`src/rtl/mul_seq_server_if.sv`:
```
// Start/busy multiply handshake between an iterative arithmetic client (master)
// and the shift-add multiplier that serves it (slave).
interface mul_seq_server_if #(
    parameter int unsigned WIDTH = 8
);
    logic [WIDTH-1:0]   a_bi;
    logic [WIDTH-1:0]   b_bi;
    logic               start_i;
    logic               busy_o;
    logic [2*WIDTH-1:0] y_bo;

    modport master (
        output a_bi,
        output b_bi,
        output start_i,
        input  busy_o,
        input  y_bo
    );

    modport slave (
        input  a_bi,
        input  b_bi,
        input  start_i,
        output busy_o,
        output y_bo
    );
endinterface

```
`src/rtl/mul_seq_server.sv`:
```
// Sequential shift-add multiplier: one multiplier bit per clock, fixed WIDTH-cycle
// busy window, product registered and published only on the completing edge.
module mul_seq_server #(
    parameter int unsigned WIDTH = 8
) (
    input  logic              clk_i,
    input  logic              rst_i,
    mul_seq_server_if.slave   bus
);
    localparam int unsigned   PW      = 2 * WIDTH;
    localparam int unsigned   CntW    = (WIDTH > 1) ? $clog2(WIDTH) : 1;
    localparam logic [CntW-1:0] CntLast = CntW'(WIDTH - 1);

    typedef enum logic [0:0] {StIdle, StWork} state_e;

    state_e            state_q, state_d;
    logic [PW-1:0]     mcand_q, mcand_d;
    logic [PW-1:0]     acc_q, acc_d;
    logic [PW-1:0]     y_q, y_d;
    logic [WIDTH-1:0]  mplier_q, mplier_d;
    logic [CntW-1:0]   cnt_q, cnt_d;
    logic [PW-1:0]     acc_sum;
    logic              last_iter;

    always_ff @(posedge clk_i or negedge rst_i) begin
        if (!rst_i) begin
            state_q <= StIdle;
        end else begin
            state_q <= state_d;
        end
    end

    always_comb begin
        last_iter = (cnt_q == CntLast);
        state_d   = state_q;
        unique case (state_q)
            StIdle:  if (bus.start_i) state_d = StWork;
            StWork:  if (last_iter)   state_d = StIdle;
            default: state_d = StIdle;
        endcase
    end

    always_comb begin
        bus.busy_o = (state_q == StWork);
        bus.y_bo   = y_q;
    end

    always_ff @(posedge clk_i or negedge rst_i) begin
        if (!rst_i) begin
            mcand_q  <= '0;
            mplier_q <= '0;
            acc_q    <= '0;
            cnt_q    <= '0;
            y_q      <= '0;
        end else begin
            mcand_q  <= mcand_d;
            mplier_q <= mplier_d;
            acc_q    <= acc_d;
            cnt_q    <= cnt_d;
            y_q      <= y_d;
        end
    end

    always_comb begin
        mcand_d  = mcand_q;
        mplier_d = mplier_q;
        acc_d    = acc_q;
        cnt_d    = cnt_q;
        y_d      = y_q;
        acc_sum  = acc_q + (mplier_q[0] ? mcand_q : '0);
        unique case (state_q)
            StIdle: begin
                if (bus.start_i) begin
                    mcand_d  = PW'(bus.a_bi);
                    mplier_d = bus.b_bi;
                    acc_d    = '0;
                    cnt_d    = '0;
                end
            end
            StWork: begin
                acc_d    = acc_sum;
                mcand_d  = mcand_q << 1;
                mplier_d = mplier_q >> 1;
                cnt_d    = cnt_q + 1'b1;
                // Publish including this iteration's add; y never shows partial sums.
                if (last_iter) y_d = acc_sum;
            end
            default: ;
        endcase
    end
endmodule

```
`src/flat_wrapper.sv`:
```
// flat-port wrapper written by rule: the top's interface ports become plain ports
module mul_seq_server_flat 
#(
    parameter int unsigned WIDTH = 8
)
  (clk_i, rst_i, bus_a_bi, bus_b_bi, bus_start_i, bus_busy_o, bus_y_bo);
  mul_seq_server_if #(.WIDTH(WIDTH)) bus_i ();
  input  logic clk_i;
  input  logic rst_i;
  input wire logic [$bits(bus_i.a_bi)-1:0] bus_a_bi;
  input wire logic [$bits(bus_i.b_bi)-1:0] bus_b_bi;
  input wire logic [$bits(bus_i.start_i)-1:0] bus_start_i;
  output wire logic [$bits(bus_i.busy_o)-1:0] bus_busy_o;
  output wire logic [$bits(bus_i.y_bo)-1:0] bus_y_bo;
  assign bus_i.a_bi = bus_a_bi;
  assign bus_i.b_bi = bus_b_bi;
  assign bus_i.start_i = bus_start_i;
  assign bus_busy_o = bus_i.busy_o;
  assign bus_y_bo = bus_i.y_bo;
  mul_seq_server #(.WIDTH(WIDTH)) u_core (.clk_i(clk_i), .rst_i(rst_i), .bus(bus_i));
endmodule
```
`config.mk`:
```
export PLATFORM = sky130hd
export DESIGN_NAME = mul_seq_server_flat
export DESIGN_NICKNAME = d
export VERILOG_FILES = /design/src/rtl/mul_seq_server_if.sv /design/src/rtl/mul_seq_server.sv /design/src/flat_wrapper.sv
export SDC_FILE = /design/constraint.sdc
export NUM_CORES = 1
export LEC_CHECK = 0
export BUFFER_PORTS_ARGS = -buffer_cell sky130_fd_sc_hd__buf_4
export CELL_PAD_IN_SITES_DETAIL_PLACEMENT = 0
export CELL_PAD_IN_SITES_GLOBAL_PLACEMENT = 1
export CORE_ASPECT_RATIO = 0.9
export CORE_MARGIN = 1
export CORE_UTILIZATION = 40
export CTS_BUF_LIST = sky130_fd_sc_hd__clkbuf_8
export DETAILED_ROUTE_END_ITERATION = 16
export PLACE_DENSITY = 0.68
export SETUP_SLACK_MARGIN = 0.05
export SLEW_MARGIN = 20
export SYNTH_ARGS = -nofsm -noshare
export SYNTH_HDL_FRONTEND = slang
export SYNTH_SLANG_ARGS = --single-unit
```
`constraint.sdc`:
```
create_clock -name clk_i -period 3.21 [get_ports clk_i]
set_clock_uncertainty 0.15 [all_clocks]
set_input_delay 0.1605 -clock clk_i [delete_from_list [all_inputs] [get_ports clk_i]]
set_output_delay 0.1605 -clock clk_i [all_outputs]
set_load 0.02 [all_outputs]
```
==> key figures, run 1 <==
Timing
  – # setup viols final: 0
  – RSZ-0062 raised after global routing: no
  – Fin. Hold Viols: 0
  – Crit path time final: between 2000 and 3000 ps
  – Period utilization: 0.8596
  – Fin worst setup slack: 450.6 ps
  – Total negative slack: 0 ps
  – Final slew viol count: 0
  – Slew of the pin with the lowest slew margin: between 700 and 800 ps
  – Fmax: around 360 MHz
  – Slew headroom: 0.4729

Placed design
  – Placed Instances: ~420
  – Gpl congestion: around 0.81
  – HPWL Detailed: about 4400 um
  – Pre-CTS setup slack: 467.4 ps
  – IO buf count: 35

Die
  – Die Span Y: between 80 and 90 um
  – # rows: 30
  – Core Region: roughly 7600 um^2
  – Initial core utilization: 0.4156
  – Die width: around 96 um
  – Io pins: 36
  – DIE AREA: just over 8000 um^2

Clocking
  – Clk slew on worst S/H paths: 70 ps
  – Post_cts resized: 0
  – Clock sinks: 60
  – H-tree Lvls: 3
  – Worst-Skew Late Latency: 340 ps
  – TritonCTS buffer count: 9
  – TritonCTS clock tree: done
  – Clock root buffer master: clkbuf_8
  – Longest Clk Path Bufs: 2
  – Post-CTS setup buffer count: 0

Yosys
  – Mapped Nets: 341
  – Synthesized cell area: about 3200 um^2
  – Avg Cell Area, Syn: about 10 um^2
  – Flops & latches, synth: 60
  – Synth top area cells: dfrtp_1 (47%), ha_1 (6.7%), mux2i_1 (5.7%), nand2_1 (5.6%), o21ai_0 (4.7%)
  – Post-synth ARST share: 1.000
  – Post-synth top flop: dfrtp_1
  – Sequential area share after synthesis: 0.4741
  – Yosys warning count: 0
  – Area leader, netlist: dfrtp_1
  – Top cell type's share of synthesized area: 0.4741
  – Synth Instances: approximately 300
  – EDFF count, synth: 0
  – Unique masters post-synth: just over 40

Global routing
  – Largest net degree at the start of global routing: 61
  – Total GRT Usage: 0.1871
  – Initial antenna violation count: 0
  – Grt total ovfl: 0
  – Vias in the first global route: about 2,300
  – First-pass GRT wire length: between 10,000 and 15,000 um

Worst setup path
  – CP Class: reg -> reg
  – Crit end category: flip-flop
  – Startpoint type of the worst setup path: flip-flop
  – Data arrival, critical path: between 2000 and 3000 ps
  – Worst Path Max Fanout: 17
  – Required time of the critical path: between 3000 and 4000 ps

Power and ir drop
  – Peak VDD IR: 0.0002770 V
  – Pwr Density: slightly below 900 nW/um^2
  – Pleak: 1.883 nW

Layout
  – Final cell count without fillers: roughly 460
  – N_diodes: 0
  – Final core utilization: 0.5138
  – NumNets Final: 393
  – Multi-input gate area: about 1600 um^2
  – Synth-to-layout area growth: 23.63%
  – Layout cell share with drive strength beyond 1: 0.2078
  – Register area: roughly 1500 um^2
  – Filler cells: approximately 700

Drt
  – Initial DRC count: 112
  – DRT Pass-1 Iters: 4
  – Drt total wl: between 6000 and 7000 um
  – Via count: about 2,400
  – DRC violations left: 0
  – Via density per instance: 5.201
  – Routed len/inst: between 10 and 15 um
  – Final ANT Viol Nets: 0

Hold path
  – Hold Path Class: in -> reg

Run status
  – Outcome: finished, final reports clean

Job
  – Max_cap viols: 0
power by group:
| part | internal [mW] | switching [mW] | leakage [nW] |
|---|---|---|---|
| combinational | 0.635 | 0.766 | 1.00 |
| sequential | 1.06 | 0.194 | 0.767 |
| clock | 0.458 | 0.319 | 0.114 |
cell families (layout without fill, tap and decap cells):
| logic type | count (synthesis) | in the layout | share of synthesized area |
|---|---|---|---|
| xor gates and xnor gates | 13 | 13 | 0.03595 |
| buffers and inverters | 16 | 73 | 0.01936 |
| AOI/OAI and AO/OA | 77 | 77 | 0.1659 |
| muxes | 29 | 29 | 0.09719 |
| adders and majority gates | 18 | 18 | 0.07349 |
| DFF | 60 | 60 | 0.4741 |
| and+or+nand+nor | 91 | 91 | 0.1339 |
synthesized netlist by cell type, types with 2 or more instances:
cell / n
o21ai_0: 30
a21oi_2: 4
xnor2_1: 10
dfrtp_1: 60
ha_1: 17
a21o_1: 3
nand3_1: 8
buf_1: 2
nand4_1: 2
nor3_1: 2
a22o_1: 14
nand2_1: 47
nor2_1: 8
o21ai_1: 2
mux2i_1: 18
and2_1: 17
mux2_2: 10
a21oi_1: 9
o31ai_2: 2
a211o_1: 2
xor2_1: 3
o31ai_1: 2
clkbuf_1: 11
inv_1: 2
and3_1: 2
or3_1: 2
critical path, cell delays in order, from the launching register on:
cell and delay (ps):
dfrtp_1 540, and2_1 220, ha_1 200, fa_1 420, a21oi_1 180, o211a_1 220
o21ai_1 110, a31oi_1 210, xnor2_1 110, mux2_2 270
metal layers:
layer,vias up,wire length (um),global-route usage
met1,1138,3479,0.2660
met2,38,2904,0.2766
met4,0,68,0.04071
met3,5,220,0.06316
met5,-,0,0
li1,1196,-,-
through the flow:
stage,total power [mW],hold slack [ps],cell area (um^2)
after floorplan,2.234,-285.1,3167
after global placement,2.649,149.2,3518
after detailed placement,2.667,147.8,3518
after CTS,3.473,103.3,3915
after global routing,3.720,105.2,3915
final,3.432,111.4,3915
final timing paths:
kind | depth (start not counted) | slack, ps | end | start
min in group asynchronous | 2 | 270 | u_core.bus.y_bo[6]$_DFFE_PN0P_ | rst_i
min reg2reg | 2 | 330 | u_core.bus.y_bo[11]$_DFFE_PN0P_ | u_core.bus.y_bo[11]$_DFFE_PN0P_
max reg2reg | 9 | 450 | u_core.bus.y_bo[10]$_DFFE_PN0P_ | u_core.mplier_q[0]$_DFFE_PN0P_
max in group asynchronous | 2 | 2090 | u_core.bus.y_bo[15]$_DFFE_PN0P_ | rst_i
min | 2 | 110 | u_core.mcand_q[10]$_DFFE_PN0P_ | bus_start_i
max | 9 | 450 | u_core.bus.y_bo[10]$_DFFE_PN0P_ | u_core.mplier_q[0]$_DFFE_PN0P_
what timing repair did:
item | 4_1_cts | 5_1_grt
hold buffers | 17 | 0
setup endpoints to repair | 0 | 0
hold endpoints to repair | 76 | 0
sequential cells by signal (all words and copies together), names as in the netlist:
name and cells:
u_core.bus.busy_o 1, u_core.mplier_q 8, u_core.mcand_q 16, u_core.cnt_q 3, u_core.acc_q 16, u_core.bus.y_bo 16
layout by cell type, fill, tap and decap left out, types with 14 or more instances in the layout:
cell type / n
dlygate4sd3_1: 17
nand2_1: 47
ha_1: 17
o21ai_0: 30
dfrtp_1: 60
a22o_1: 14
buf_4: 38
mux2i_1: 18
and2_1: 17
layout make-up:
cell class,count,share of cell area
Multi-Input combinational cell,228,0.4097
Sequential cell,60,0.3835
Timing Repair Buffer,55,0.1163
Clock buffer,10,0.03516
Tap cell,96,0.03068
Clock inverter,6,0.02269
Inverter,2,0.001918
(Power assumes the default switching activity.)
==> inputs of run 2 (changes only) <==
--- a/config.mk
+++ b/config.mk
@@ -10,10 +10,10 @@
 export CELL_PAD_IN_SITES_GLOBAL_PLACEMENT = 1
 export CORE_ASPECT_RATIO = 0.9
 export CORE_MARGIN = 1
-export CORE_UTILIZATION = 40
+export CORE_UTILIZATION = 45
 export CTS_BUF_LIST = sky130_fd_sc_hd__clkbuf_8
 export DETAILED_ROUTE_END_ITERATION = 16
-export PLACE_DENSITY = 0.68
+export PLACE_DENSITY = 0.75
 export SETUP_SLACK_MARGIN = 0.05
 export SLEW_MARGIN = 20
 export SYNTH_ARGS = -nofsm -noshare
==> run 2 against run 1 <==
Routed wire length is 1.3% higher. Register-to-register slack better by 80 ps. Final area is 1.4% lower. Via count is 0.25% lower. Cell count is 2.0% lower. Hold slack worse by 0.61 ps. Sequential power is 4% higher. Total power is 3.3% lower.
==> key figures, run 2 (synthesized netlist as in run 1, its figures left out) <==
Layout
  – Commonest cells after routing, fill and taps aside: dfrtp_1 (60), nand2_1 (47), buf_4 (38) (unchanged)
  – Final core utilization: 0.5767 (was 0.5138)
  – Post-route cell area: 3859 um^2 (was 3915 um^2)
  – NumNets Final: 393 (unchanged)
  – Commonest non-fill, non-tap cell in the layout: dfrtp_1 (unchanged)
  – Final cell count without fillers: 448 (was 457)
  – Filler cells: 609 (was 708)
  – Layout cell share with drive strength beyond 1: 0.2039 (was 0.2078)
  – N_diodes: 0 (unchanged)
  – Synth-to-layout area growth: 21.85% (was 23.63%)

Die
  – Initial core utilization: 0.4733 (was 0.4156)
  – Die Span Y: 81.59 um (was 86.41 um)
  – Die width: 90.43 um (was 95.79 um)
  – # rows: 28 (was 30)
  – Core Region: 6691 um^2 (was 7620 um^2)
  – Io pins: 36 (unchanged)
  – DIE AREA: 7377 um^2 (was 8277 um^2)

Clocking
  – Post-CTS setup buffer count: 0 (unchanged)
  – H-tree Lvls: 3 (unchanged)
  – TritonCTS buffer count: 9 (unchanged)
  – Clk slew on worst S/H paths: 60 ps (was 70 ps)
  – Post_cts resized: 0 (unchanged)
  – Worst-Skew Late Latency: 340 ps (about the same)
  – Clock root buffer master: clkbuf_8 (unchanged)
  – CTS Hold Bufs: 17 (unchanged)
  – Clock sinks: 60 (unchanged)
  – Longest Clk Path Bufs: 2 (unchanged)
  – TritonCTS clock tree: done (unchanged)

Power and ir drop
  – Reg power frac: 0.392 (was 0.366)
  – Switching power: 1.258 mW (was 1.278 mW)
  – Pleak: 1.863 nW (was 1.883 nW)
  – Internal Pwr Total: 2.060 mW (was 2.153 mW)
  – Tot Pwr: 3.318 mW (was 3.432 mW)
  – Peak VDD IR: 0.0003427 V (was 0.0002770 V)
  – Pwr Density: 860.0 nW/um^2 (was 876.6 nW/um^2)
  – Combinational Power Share: 0.415 (was 0.408)
  – Clock Power Share: 0.193 (was 0.226)
  – Sw Ratio: 0.3792 (was 0.3725)

Placed design
  – Placed Instances: 418 (was 424)
  – HPWL Detailed: 4646 um (was 4427 um)
  – IO buf count: 35 (unchanged)
  – Gpl congestion: 0.8283 (was 0.8118)
  – Pre-CTS setup slack: 543.1 ps (was 467.4 ps)
  – DP Area: 3511 um^2 (was 3518 um^2)

Global routing
  – Vias in the first global route: 2,306 (was 2,288)
  – Initial antenna violation count: 0 (unchanged)
  – First-pass GRT wire length: 11,450 um (was 11,530 um)
  – Total GRT Usage: 0.2057 (was 0.1871)
  – Grt total ovfl: 0 (unchanged)
  – Largest net degree at the start of global routing: 61 (unchanged)

Worst setup path
  – Data arrival, critical path: 2750 ps (was 2840 ps)
  – Crit end category: flip-flop (unchanged)
  – Required time of the critical path: 3290 ps (about the same)
  – Worst Path Max Fanout: 17 (unchanged)
  – CP Class: reg -> reg (unchanged)
  – Startpoint type of the worst setup path: flip-flop (unchanged)

Timing
  – Slew of the pin with the lowest slew margin: 758.8 ps (was 790.7 ps)
  – Period utilization: 0.8335 (was 0.8596)
  – RSZ-0062 raised after global routing: no (unchanged)
  – Crit path time final: 2676 ps (was 2759 ps)
  – Fin. Hold Viols: 0 (unchanged)
  – Hold_ws: 110.8 ps (was 111.4 ps)
  – Fmax: 373.8 MHz (was 362.4 MHz)
  – # setup viols final: 0 (unchanged)
  – Final slew viol count: 0 (unchanged)
  – Slew headroom: 0.4941 (was 0.4729)
  – Total negative slack: 0 ps (unchanged)
  – Fin worst setup slack: 534.5 ps (was 450.6 ps)

Drt
  – DRC violations left: 0 (unchanged)
  – Initial DRC count: 72 (was 112)
  – Via count: 2,371 (was 2,377)
  – Routed len/inst: 15.09 um (was 14.60 um)
  – Via density per instance: 5.292 (was 5.201)
  – Drt total wl: 6762 um (was 6672 um)
  – DRT Pass-1 Iters: 4 (unchanged)
  – Final ANT Viol Nets: 0 (unchanged)

Run status
  – Outcome: finished, final reports clean (unchanged)

Job
  – Max_cap viols: 0 (unchanged)

Hold path
  – Hold Path Class: in -> reg (unchanged)
-- run 2: changes by cell type in the layout (fill, tap and decap cells not counted), sizes merged --
cell and change:
bufinv -1, clkinvlp -1, inv -1
-- run 2: path summary, 6_finish.rpt --
path	end	cells after the start	slack, ps	start
worst max-delay path	u_core.bus.y_bo[10]$_DFFE_PN0P_	9	530	u_core.mplier_q[0]$_DFFE_PN0P_
worst min-delay path	u_core.mcand_q[13]$_DFFE_PN0P_	2	110	bus_start_i
worst max register to register	u_core.bus.y_bo[10]$_DFFE_PN0P_	9	530	u_core.mplier_q[0]$_DFFE_PN0P_
worst min register to register	u_core.bus.y_bo[7]$_DFFE_PN0P_	2	330	u_core.bus.y_bo[7]$_DFFE_PN0P_
max in group asynchronous	u_core.bus.y_bo[15]$_DFFE_PN0P_	2	2120	rst_i
min in group asynchronous	u_core.bus.y_bo[7]$_DFFE_PN0P_	2	280	rst_i
-- run 2: area by class of cell --
class / instances / area (um^2) / area share
Multi-Input combinational cell: 228 / 1604 / 0.4157
Timing Repair Buffer: 55 / 455.4 / 0.1180
Tap cell: 90 / 112.6 / 0.02918
Clock inverter: 3 / 40.04 / 0.01038
Clock buffer: 10 / 137.6 / 0.03567
Sequential cell: 60 / 1501 / 0.3891
Inverter: 2 / 7.507 / 0.001946
-- run 2: routing by layer --
layer  up-vias  GRT usage  wire, um
met5         -          0         0
met4         0    0.05323       105
met3        10    0.06111       283
met2        50     0.3313      3095
met1      1126     0.2739      3277
li1       1185          -         -
-- run 2: critical path, stage by stage, from the launching register on --
cell and delay (ps):
dfrtp_1 510, and2_1 200, ha_1 200, fa_1 420, a21oi_1 160, o211a_1 220
o21ai_1 110, a31oi_1 210, xnor2_1 110, mux2_2 270
-- run 2: power by group through the flow --
| stage | logic (mW) | registers [mW] | clock network, mW |
|---|---|---|---|
| floorplan | 0.895 | 1.34 | 0 |
| global placement | 1.34 | 1.30 | 0 |
| detailed placement | 1.37 | 1.32 | 0 |
| CTS | 1.39 | 1.30 | 0.661 |
| global route | 1.53 | 1.35 | 0.695 |
| finish | 1.38 | 1.30 | 0.641 |
